[config.mk]
export PLATFORM = sky130hd
export DESIGN_NAME = display_sequencer
export DESIGN_NICKNAME = d
export VERILOG_FILES = /design/src/rtl/display_sequencer_pkg.sv /design/src/rtl/display_sequencer_bin2bcd.sv /design/src/rtl/display_sequencer.sv
export SDC_FILE = /design/constraint.sdc
export NUM_CORES = 1
export LEC_CHECK = 0
export BUFFER_PORTS_ARGS = -buffer_cell sky130_fd_sc_hd__buf_2
export CAP_MARGIN = 20
export CORE_MARGIN = 4
export CORE_UTILIZATION = 60
export DETAILED_ROUTE_END_ITERATION = 8
export PLACE_DENSITY_LB_ADDON = 0.08
export SETUP_SLACK_MARGIN = 0.05
export SYNTH_ARGS = -nofsm -noshare
export SYNTH_HDL_FRONTEND = slang
export SYNTH_SLANG_ARGS = --single-unit
[constraint.sdc]
create_clock -name clk_500Hz -period 7.4 [get_ports clk_500Hz]
set_clock_uncertainty 0.2 [all_clocks]
set_input_delay 0.74 -clock clk_500Hz [delete_from_list [all_inputs] [get_ports clk_500Hz]]
set_output_delay 0.74 -clock clk_500Hz [all_outputs]
set_load 0.005 [all_outputs]
[src/rtl/display_sequencer_pkg.sv]
// Shared definitions for the seven-segment display sequencer: glyph codes,
// display modes, message identifiers and the message glyph ROM.
package display_sequencer_pkg;

    typedef enum logic [1:0] {
        MODE_IDLE = 2'd0,
        MODE_NUM  = 2'd1,
        MODE_MSG  = 2'd2
    } mode_e;

    // Active-low segment patterns, bit order {g,f,e,d,c,b,a}
    localparam logic [6:0] GLYPH_BLANK = 7'b1111111;

    localparam logic [6:0] GLYPH_0 = 7'b1000000;
    localparam logic [6:0] GLYPH_1 = 7'b1111001;
    localparam logic [6:0] GLYPH_2 = 7'b0100100;
    localparam logic [6:0] GLYPH_3 = 7'b0110000;
    localparam logic [6:0] GLYPH_4 = 7'b0011001;
    localparam logic [6:0] GLYPH_5 = 7'b0010010;
    localparam logic [6:0] GLYPH_6 = 7'b0000010;
    localparam logic [6:0] GLYPH_7 = 7'b1111000;
    localparam logic [6:0] GLYPH_8 = 7'b0000000;
    localparam logic [6:0] GLYPH_9 = 7'b0011000;

    localparam logic [6:0] GLYPH_E = 7'b0000110;
    localparam logic [6:0] GLYPH_A = 7'b0001000;
    localparam logic [6:0] GLYPH_S = 7'b0010010;
    localparam logic [6:0] GLYPH_Y = 7'b0010001;
    localparam logic [6:0] GLYPH_H = 7'b0001001;
    localparam logic [6:0] GLYPH_R = 7'b0101111;
    localparam logic [6:0] GLYPH_D = 7'b0100001;
    localparam logic [6:0] GLYPH_U = 7'b1000001;
    localparam logic [6:0] GLYPH_G = 7'b1000010;
    localparam logic [6:0] GLYPH_O = 7'b1000000;
    localparam logic [6:0] GLYPH_N = 7'b0101011;

    // Message identifiers
    localparam logic [2:0] MSG_EASY = 3'd0;
    localparam logic [2:0] MSG_HARD = 3'd1;
    localparam logic [2:0] MSG_RUSH = 3'd2;
    localparam logic [2:0] MSG_ERR  = 3'd3;
    localparam logic [2:0] MSG_GO   = 3'd4;
    localparam logic [2:0] MSG_DONE = 3'd5;

    // Largest value the four-digit panel can show
    localparam logic [13:0] NUM_MAX = 14'd9999;

    function automatic logic [6:0] digit_glyph(input logic [3:0] d);
        logic [6:0] g;
        case (d)
            4'd0:    g = GLYPH_0;
            4'd1:    g = GLYPH_1;
            4'd2:    g = GLYPH_2;
            4'd3:    g = GLYPH_3;
            4'd4:    g = GLYPH_4;
            4'd5:    g = GLYPH_5;
            4'd6:    g = GLYPH_6;
            4'd7:    g = GLYPH_7;
            4'd8:    g = GLYPH_8;
            4'd9:    g = GLYPH_9;
            default: g = GLYPH_BLANK;
        endcase
        return g;
    endfunction

    // Message ROM: four glyphs per message, slot 0 is the leftmost digit
    function automatic logic [6:0] msg_glyph(input logic [2:0] id, input logic [1:0] slot);
        logic [27:0] row;
        logic [6:0]  g;
        case (id)
            MSG_EASY: row = {GLYPH_E, GLYPH_A, GLYPH_S, GLYPH_Y};
            MSG_HARD: row = {GLYPH_H, GLYPH_A, GLYPH_R, GLYPH_D};
            MSG_RUSH: row = {GLYPH_R, GLYPH_U, GLYPH_S, GLYPH_H};
            MSG_ERR:  row = {GLYPH_E, GLYPH_R, GLYPH_R, GLYPH_BLANK};
            MSG_GO:   row = {GLYPH_BLANK, GLYPH_BLANK, GLYPH_G, GLYPH_O};
            MSG_DONE: row = {GLYPH_D, GLYPH_O, GLYPH_N, GLYPH_E};
            default:  row = {4{GLYPH_BLANK}};
        endcase
        case (slot)
            2'd0:    g = row[27:21];
            2'd1:    g = row[20:14];
            2'd2:    g = row[13:7];
            default: g = row[6:0];
        endcase
        return g;
    endfunction

endpackage

[src/rtl/display_sequencer_bin2bcd.sv]
// Sequential double-dabble converter: 14-bit binary to four BCD digits,
// one bit per cycle. A start while busy discards the running conversion.
module bin2bcd_seq (
    input  logic        clk,
    input  logic        rst,
    input  logic        start,
    input  logic [13:0] bin,
    output logic        busy,
    output logic        done,
    output logic [15:0] bcd
);

    localparam logic [3:0] LAST_STEP = 4'd13;

    // {bcd[15:0], bin[13:0]} working register
    logic [29:0] sr_q, sr_d;
    logic [29:0] shifted;
    logic [3:0]  cnt_q;
    logic        busy_q;
    logic        done_q;

    // Shift first, then correct digits for the next shift; the final step
    // skips the correction. Same result as adjust-then-shift since the
    // first adjust always sees zero digits.
    always_comb begin
        shifted = {sr_q[28:0], 1'b0};
        sr_d    = shifted;
        if (cnt_q != LAST_STEP) begin
            for (int unsigned i = 0; i < 4; i++) begin
                if (shifted[14 + 4*i +: 4] >= 4'd5)
                    sr_d[14 + 4*i +: 4] = shifted[14 + 4*i +: 4] + 4'd3;
            end
        end
    end

    // Load on start, then 14 shift steps and a one-cycle done pulse
    always_ff @(posedge clk or posedge rst) begin
        if (rst) begin
            sr_q   <= '0;
            cnt_q  <= '0;
            busy_q <= 1'b0;
            done_q <= 1'b0;
        end else begin
            done_q <= 1'b0;
            if (start) begin
                sr_q   <= {16'd0, bin};
                cnt_q  <= '0;
                busy_q <= 1'b1;
            end else if (busy_q) begin
                sr_q <= sr_d;
                if (cnt_q == LAST_STEP) begin
                    busy_q <= 1'b0;
                    done_q <= 1'b1;
                end else begin
                    cnt_q <= cnt_q + 4'd1;
                end
            end
        end
    end

    assign busy = busy_q;
    assign done = done_q;
    assign bcd  = sr_q[29:14];

endmodule

[src/rtl/display_sequencer.sv]
// Four-digit seven-segment display controller: arbitrates timed messages
// against the number path, blinks numbers on request and scans the panel.
module display_sequencer
    import display_sequencer_pkg::*;
#(
    parameter int unsigned MSG_TICKS = 10,
    parameter int unsigned LZB       = 1
) (
    input  logic        clk_500Hz,
    input  logic        rst,
    input  logic        tick_5Hz,
    input  logic        msg_req,
    input  logic [2:0]  msg_id,
    input  logic        num_req,
    input  logic [13:0] number,
    input  logic        blink_en,
    output logic [6:0]  seg,
    output logic [3:0]  an,
    output logic        busy
);

    localparam int unsigned HOLD_W = (MSG_TICKS > 1) ? $clog2(MSG_TICKS) : 1;
    localparam logic [HOLD_W-1:0] HOLD_LAST = HOLD_W'(MSG_TICKS - 1);

    mode_e             mode_q;
    logic [2:0]        msg_id_q;
    logic [HOLD_W-1:0] hold_q;
    logic              busy_q;
    logic [15:0]       num_bcd_q;
    logic              num_valid_q;
    logic              blink_q;
    logic [1:0]        slot_q;
    logic [6:0]        seg_q, seg_d;
    logic [3:0]        an_q, an_d;

    logic [13:0]       conv_bin;
    logic              conv_busy;
    logic              conv_done;
    logic              conv_ok;
    logic [15:0]       conv_bcd;

    assign conv_bin = (number > NUM_MAX) ? NUM_MAX : number;

    bin2bcd_seq u_bin2bcd (
        .clk   (clk_500Hz),
        .rst   (rst),
        .start (num_req),
        .bin   (conv_bin),
        .busy  (conv_busy),
        .done  (conv_done),
        .bcd   (conv_bcd)
    );

    // Only a finished, not-yet-restarted conversion publishes its digits
    assign conv_ok = conv_done && !conv_busy;

    // Mode FSM with message hold counter, busy flag and latched number
    always_ff @(posedge clk_500Hz or posedge rst) begin
        if (rst) begin
            mode_q      <= MODE_IDLE;
            msg_id_q    <= '0;
            hold_q      <= '0;
            busy_q      <= 1'b0;
            num_bcd_q   <= '0;
            num_valid_q <= 1'b0;
        end else begin
            if (conv_ok) begin
                num_bcd_q   <= conv_bcd;
                num_valid_q <= 1'b1;
            end
            if (msg_req) begin
                mode_q   <= MODE_MSG;
                msg_id_q <= msg_id;
                hold_q   <= '0;
                busy_q   <= 1'b1;
            end else begin
                case (mode_q)
                    MODE_IDLE: begin
                        if (conv_ok)
                            mode_q <= MODE_NUM;
                    end
                    MODE_MSG: begin
                        if (tick_5Hz) begin
                            if (hold_q == HOLD_LAST) begin
                                hold_q <= '0;
                                busy_q <= 1'b0;
                                mode_q <= (num_valid_q || conv_ok) ? MODE_NUM : MODE_IDLE;
                            end else begin
                                hold_q <= hold_q + 1'b1;
                            end
                        end
                    end
                    default: ;
                endcase
            end
        end
    end

    // Blink phase: toggles per tick while enabled, held at 0 otherwise
    always_ff @(posedge clk_500Hz or posedge rst) begin
        if (rst)
            blink_q <= 1'b0;
        else if (!blink_en)
            blink_q <= 1'b0;
        else if (tick_5Hz)
            blink_q <= ~blink_q;
    end

    // Glyph selection for the current scan slot, with leading-zero blanking
    always_comb begin
        logic [3:0] digit;
        logic       lead_zero;
        logic       z3, z2, z1;
        logic       dark;
        logic [6:0] glyph;

        z3 = (num_bcd_q[15:12] == 4'd0);
        z2 = z3 && (num_bcd_q[11:8] == 4'd0);
        z1 = z2 && (num_bcd_q[7:4] == 4'd0);

        digit     = 4'd0;
        lead_zero = 1'b0;
        case (slot_q)
            2'd0: begin digit = num_bcd_q[15:12]; lead_zero = z3;   end
            2'd1: begin digit = num_bcd_q[11:8];  lead_zero = z2;   end
            2'd2: begin digit = num_bcd_q[7:4];   lead_zero = z1;   end
            default: begin digit = num_bcd_q[3:0]; lead_zero = 1'b0; end
        endcase

        case (mode_q)
            MODE_NUM: glyph = ((LZB != 0) && lead_zero) ? GLYPH_BLANK : digit_glyph(digit);
            MODE_MSG: glyph = msg_glyph(msg_id_q, slot_q);
            default:  glyph = GLYPH_BLANK;
        endcase

        dark  = (mode_q == MODE_NUM) && blink_en && blink_q;
        seg_d = dark ? GLYPH_BLANK : glyph;
        an_d  = (dark || glyph == GLYPH_BLANK) ? 4'b1111 : ~(4'b0001 << slot_q);
    end

    // Scan slot counter and registered panel drive
    always_ff @(posedge clk_500Hz or posedge rst) begin
        if (rst) begin
            slot_q <= '0;
            seg_q  <= '1;
            an_q   <= '1;
        end else begin
            slot_q <= slot_q + 2'd1;
            seg_q  <= seg_d;
            an_q   <= an_d;
        end
    end

    assign seg  = seg_q;
    assign an   = an_q;
    assign busy = busy_q;

endmodule

==> impl_metrics.yaml <==
run_status:
  status: "completed"
worst_setup_path:
  r2r-start: "slot_q[0]"
  reg2reg_depth: 10
  reg2reg_to: "an[2]"
  crit_path_start: "slot_q[0]"
  crit_fanout: 17
  worstPathRequired_ns: 7.44
  critPathArrivalTime_ns: 3.63
  cp-end-kind: "flip-flop"
  cp-start-kind: "flip-flop"
  crit_path_end: "an[2]"
  critical_path_class: "flip-flop to flip-flop"
  rrSetupSlack_ns: 3.81
global_route:
  grt_max_degree: 78
  grt_pass1_wl_um: 16220
  antenna_found_initial: 0
  grt.overflow.total: 0
  grt_use_total_pct: 22.90
  grt_pass1_vias: 3399
finish:
  multiInputGateArea_sq_um: 2352
  nets: 523
  layout-drive-gt1-share_pct: 21.04
  antenna-diode-count: 0
  area_delta_synth_final_pct: 8.078
  fill_cells: 590
  regArea_sq_um: 1941
floorplan:
  pin_count: 35
  core_sq_um: 7292
  rows: 31
  dieArea_sq_um: 9019
  start_util_pct: 62.23
  dieWidth_um: 94.97
  die_h_um: 94.97
route:
  drtIter0Drc: 173
  via_per_inst: 5.995
  ant_nets: 0
  routedWlPerCell_um: 16.30
  via_count: 3471
  wl_um: 9439
  drc: 0
  first_pass_iters: 5
logic_synthesis:
  syn_inst: 453
  synth.area.top_cells: "dfrtp_1 (36%), ha_1 (6.9%), dfstp_2 (6.4%)"
  ys_warn_count: 0
  yosys-top-cells-count: "dfrtp_1 (66), inv_1 (33), nor2_1 (31)"
  async_flop_share_pct: 100.0
  yosysMostFrequentCell: "dfrtp_1"
  synth_area_sq_um: 4538
  synth_cell_types: 63
  ys_ff_latch: 77
  synth_top_cell_by_area: "dfrtp_1"
  yosys.area.top_type_share_pct: 36.39
  synth_nets: 501
  synth_flop_cell: "dfrtp_1"
  yosysSeqAreaShare_pct: 42.76
  synth_edf_count: 0
  avgSynthCellArea_sq_um: 10.02
sta:
  setup_tns_ns: 0
  whs_ns: 0.2683
  fmaxAchievable_mhz: 278.7
  relSlewSlack_pct: 37.54
  fin_crit_ns: 3.589
  worst_slew_pin_slew_ns: 0.9369
  finalSetupViolations: 0
  finalHoldViolCount: 0
  rsz0062_at_grt: "false"
  drv_slew: 0
  timing.final.crit_share_pct: 48.50
placement:
  hpwl_um: 6566
  port_buffers: 34
  place.gp.congestion: 0.8775
power_and_ir_drop:
  leakagePower_nw: 2.291
  ir_worst_vdd_uv: 133.5
  power_per_cell_area_nw_per_um2: 209.2
clock_network:
  cts_buffers: 9
  post_cts_buffers: 0
  clock_latency_ns: 0.34
  cts.clk_slew.worst_paths_ns: 0.09
  clockBufferDepth: 2
  cts.htree.levels: 3
  clock_sinks: 77
  cts_resized: 0
  holdBufCountCts: 0
  root_buffer: "clkbuf_8"
  cts_tree: "built"
job:
  cap_violations: 0
hold_path:
  hp-class: "flip-flop to flip-flop"
## critical path, stage by stage, from the launching register on
cell	delay, ns
dfrtp_1	0.41
ha_1	0.58
inv_2	0.20
a21oi_1	0.41
inv_1	0.15
ha_1	0.25
nor4_1	0.29
o311ai_1	0.15
a222oi_1	0.41
o32ai_2	0.17
o311ai_1	0.27
## report_power, final
part           internal (mW)  switching, mW
registers              0.475         0.0259
logic                 0.0995          0.142
clock network          0.123          0.161
total                  0.697          0.329
## sequential cells by signal (all words and copies together), names as in the netlist
signal	count
slot_q	2
msg_id_q	3
seg	7
an	4
u_bin2bcd.sr_q	30
blink_q	1
u_bin2bcd.cnt_q	4
u_bin2bcd.done	1
hold_q	4
num_bcd_q	16
mode_q	2
u_bin2bcd.busy	1
busy	1
num_valid_q	1
## cells in the final DEF (no fill, tap or decap), drive strengths merged, types with 5 or more instances in the layout
cell,instances
a21oi,23
nand3,14
nand2b,11
xnor2,6
nor2b,10
o31a,7
inv,35
o21ai,24
a211oi,14
o31ai,12
o311ai,6
o22ai,5
nand2,21
ha,25
o211ai,6
nor2,31
dfstp,11
clkbuf,11
buf,37
dfrtp,66
o22a,7
mux2i,17
mux2,23
## logic make-up (layout without fill, tap and decap cells)
| family | count (synthesis) | after routing | share of synthesized area [%] |
|---|---|---|---|
| buffers and inverters | 60 | 87 | 5.404 |
| XOR/XNOR | 9 | 9 | 1.737 |
| AO/OA/AOI/OAI | 128 | 128 | 20.54 |
| flip-flops | 77 | 77 | 42.76 |
| multiplexers | 40 | 40 | 9.539 |
| adder cells (fa/ha/maj) | 26 | 26 | 7.113 |
| AND/OR/NAND/NOR | 113 | 113 | 12.90 |
## worst min-delay path by stage
stage / startpoint / end / slack [ns] / depth (start not counted)
floorplan: num_valid_q / num_valid_q / 0.23 / 1
global placement: num_valid_q / num_valid_q / 0.24 / 1
detailed placement: num_valid_q / num_valid_q / 0.25 / 1
CTS: num_valid_q / num_valid_q / 0.27 / 1
global route: num_valid_q / num_valid_q / 0.29 / 1
finish: num_valid_q / num_valid_q / 0.27 / 1
## final cells by class
class                      count  area share [%]
multi-input combinational    316           47.96
sequential                    77           39.57
timing repair buffer          37           3.929
clock buffer                  11           2.679
inverter                      34           2.602
tap                           99           2.526
clock inverter                 5          0.7398
## through the flow
step,cells,utilization [%],setup slack [ns],instance area (sq um),power (mW)
after floorplan,453,-,4.443,4538,0.6756
after global placement,563,64.96,4.006,4737,0.7476
after detailed placement,563,64.96,3.883,4737,0.7504
after CTS,579,67.26,3.851,4905,1.034
after global routing,579,67.26,3.413,4905,1.093
final,579,67.26,3.811,4905,1.026
## metal layers
layer / vias to the layer above / global-route usage [%] / part of all wire, %
li1: 1686 / - / -
met1: 1709 / 31.51 / 46
met2: 65 / 37.29 / 49
met3: 11 / 4.143 / 3.2
met4: 0 / 6.250 / 1.3
met5: - / 0 / 0
(Power assumes the default switching activity.)
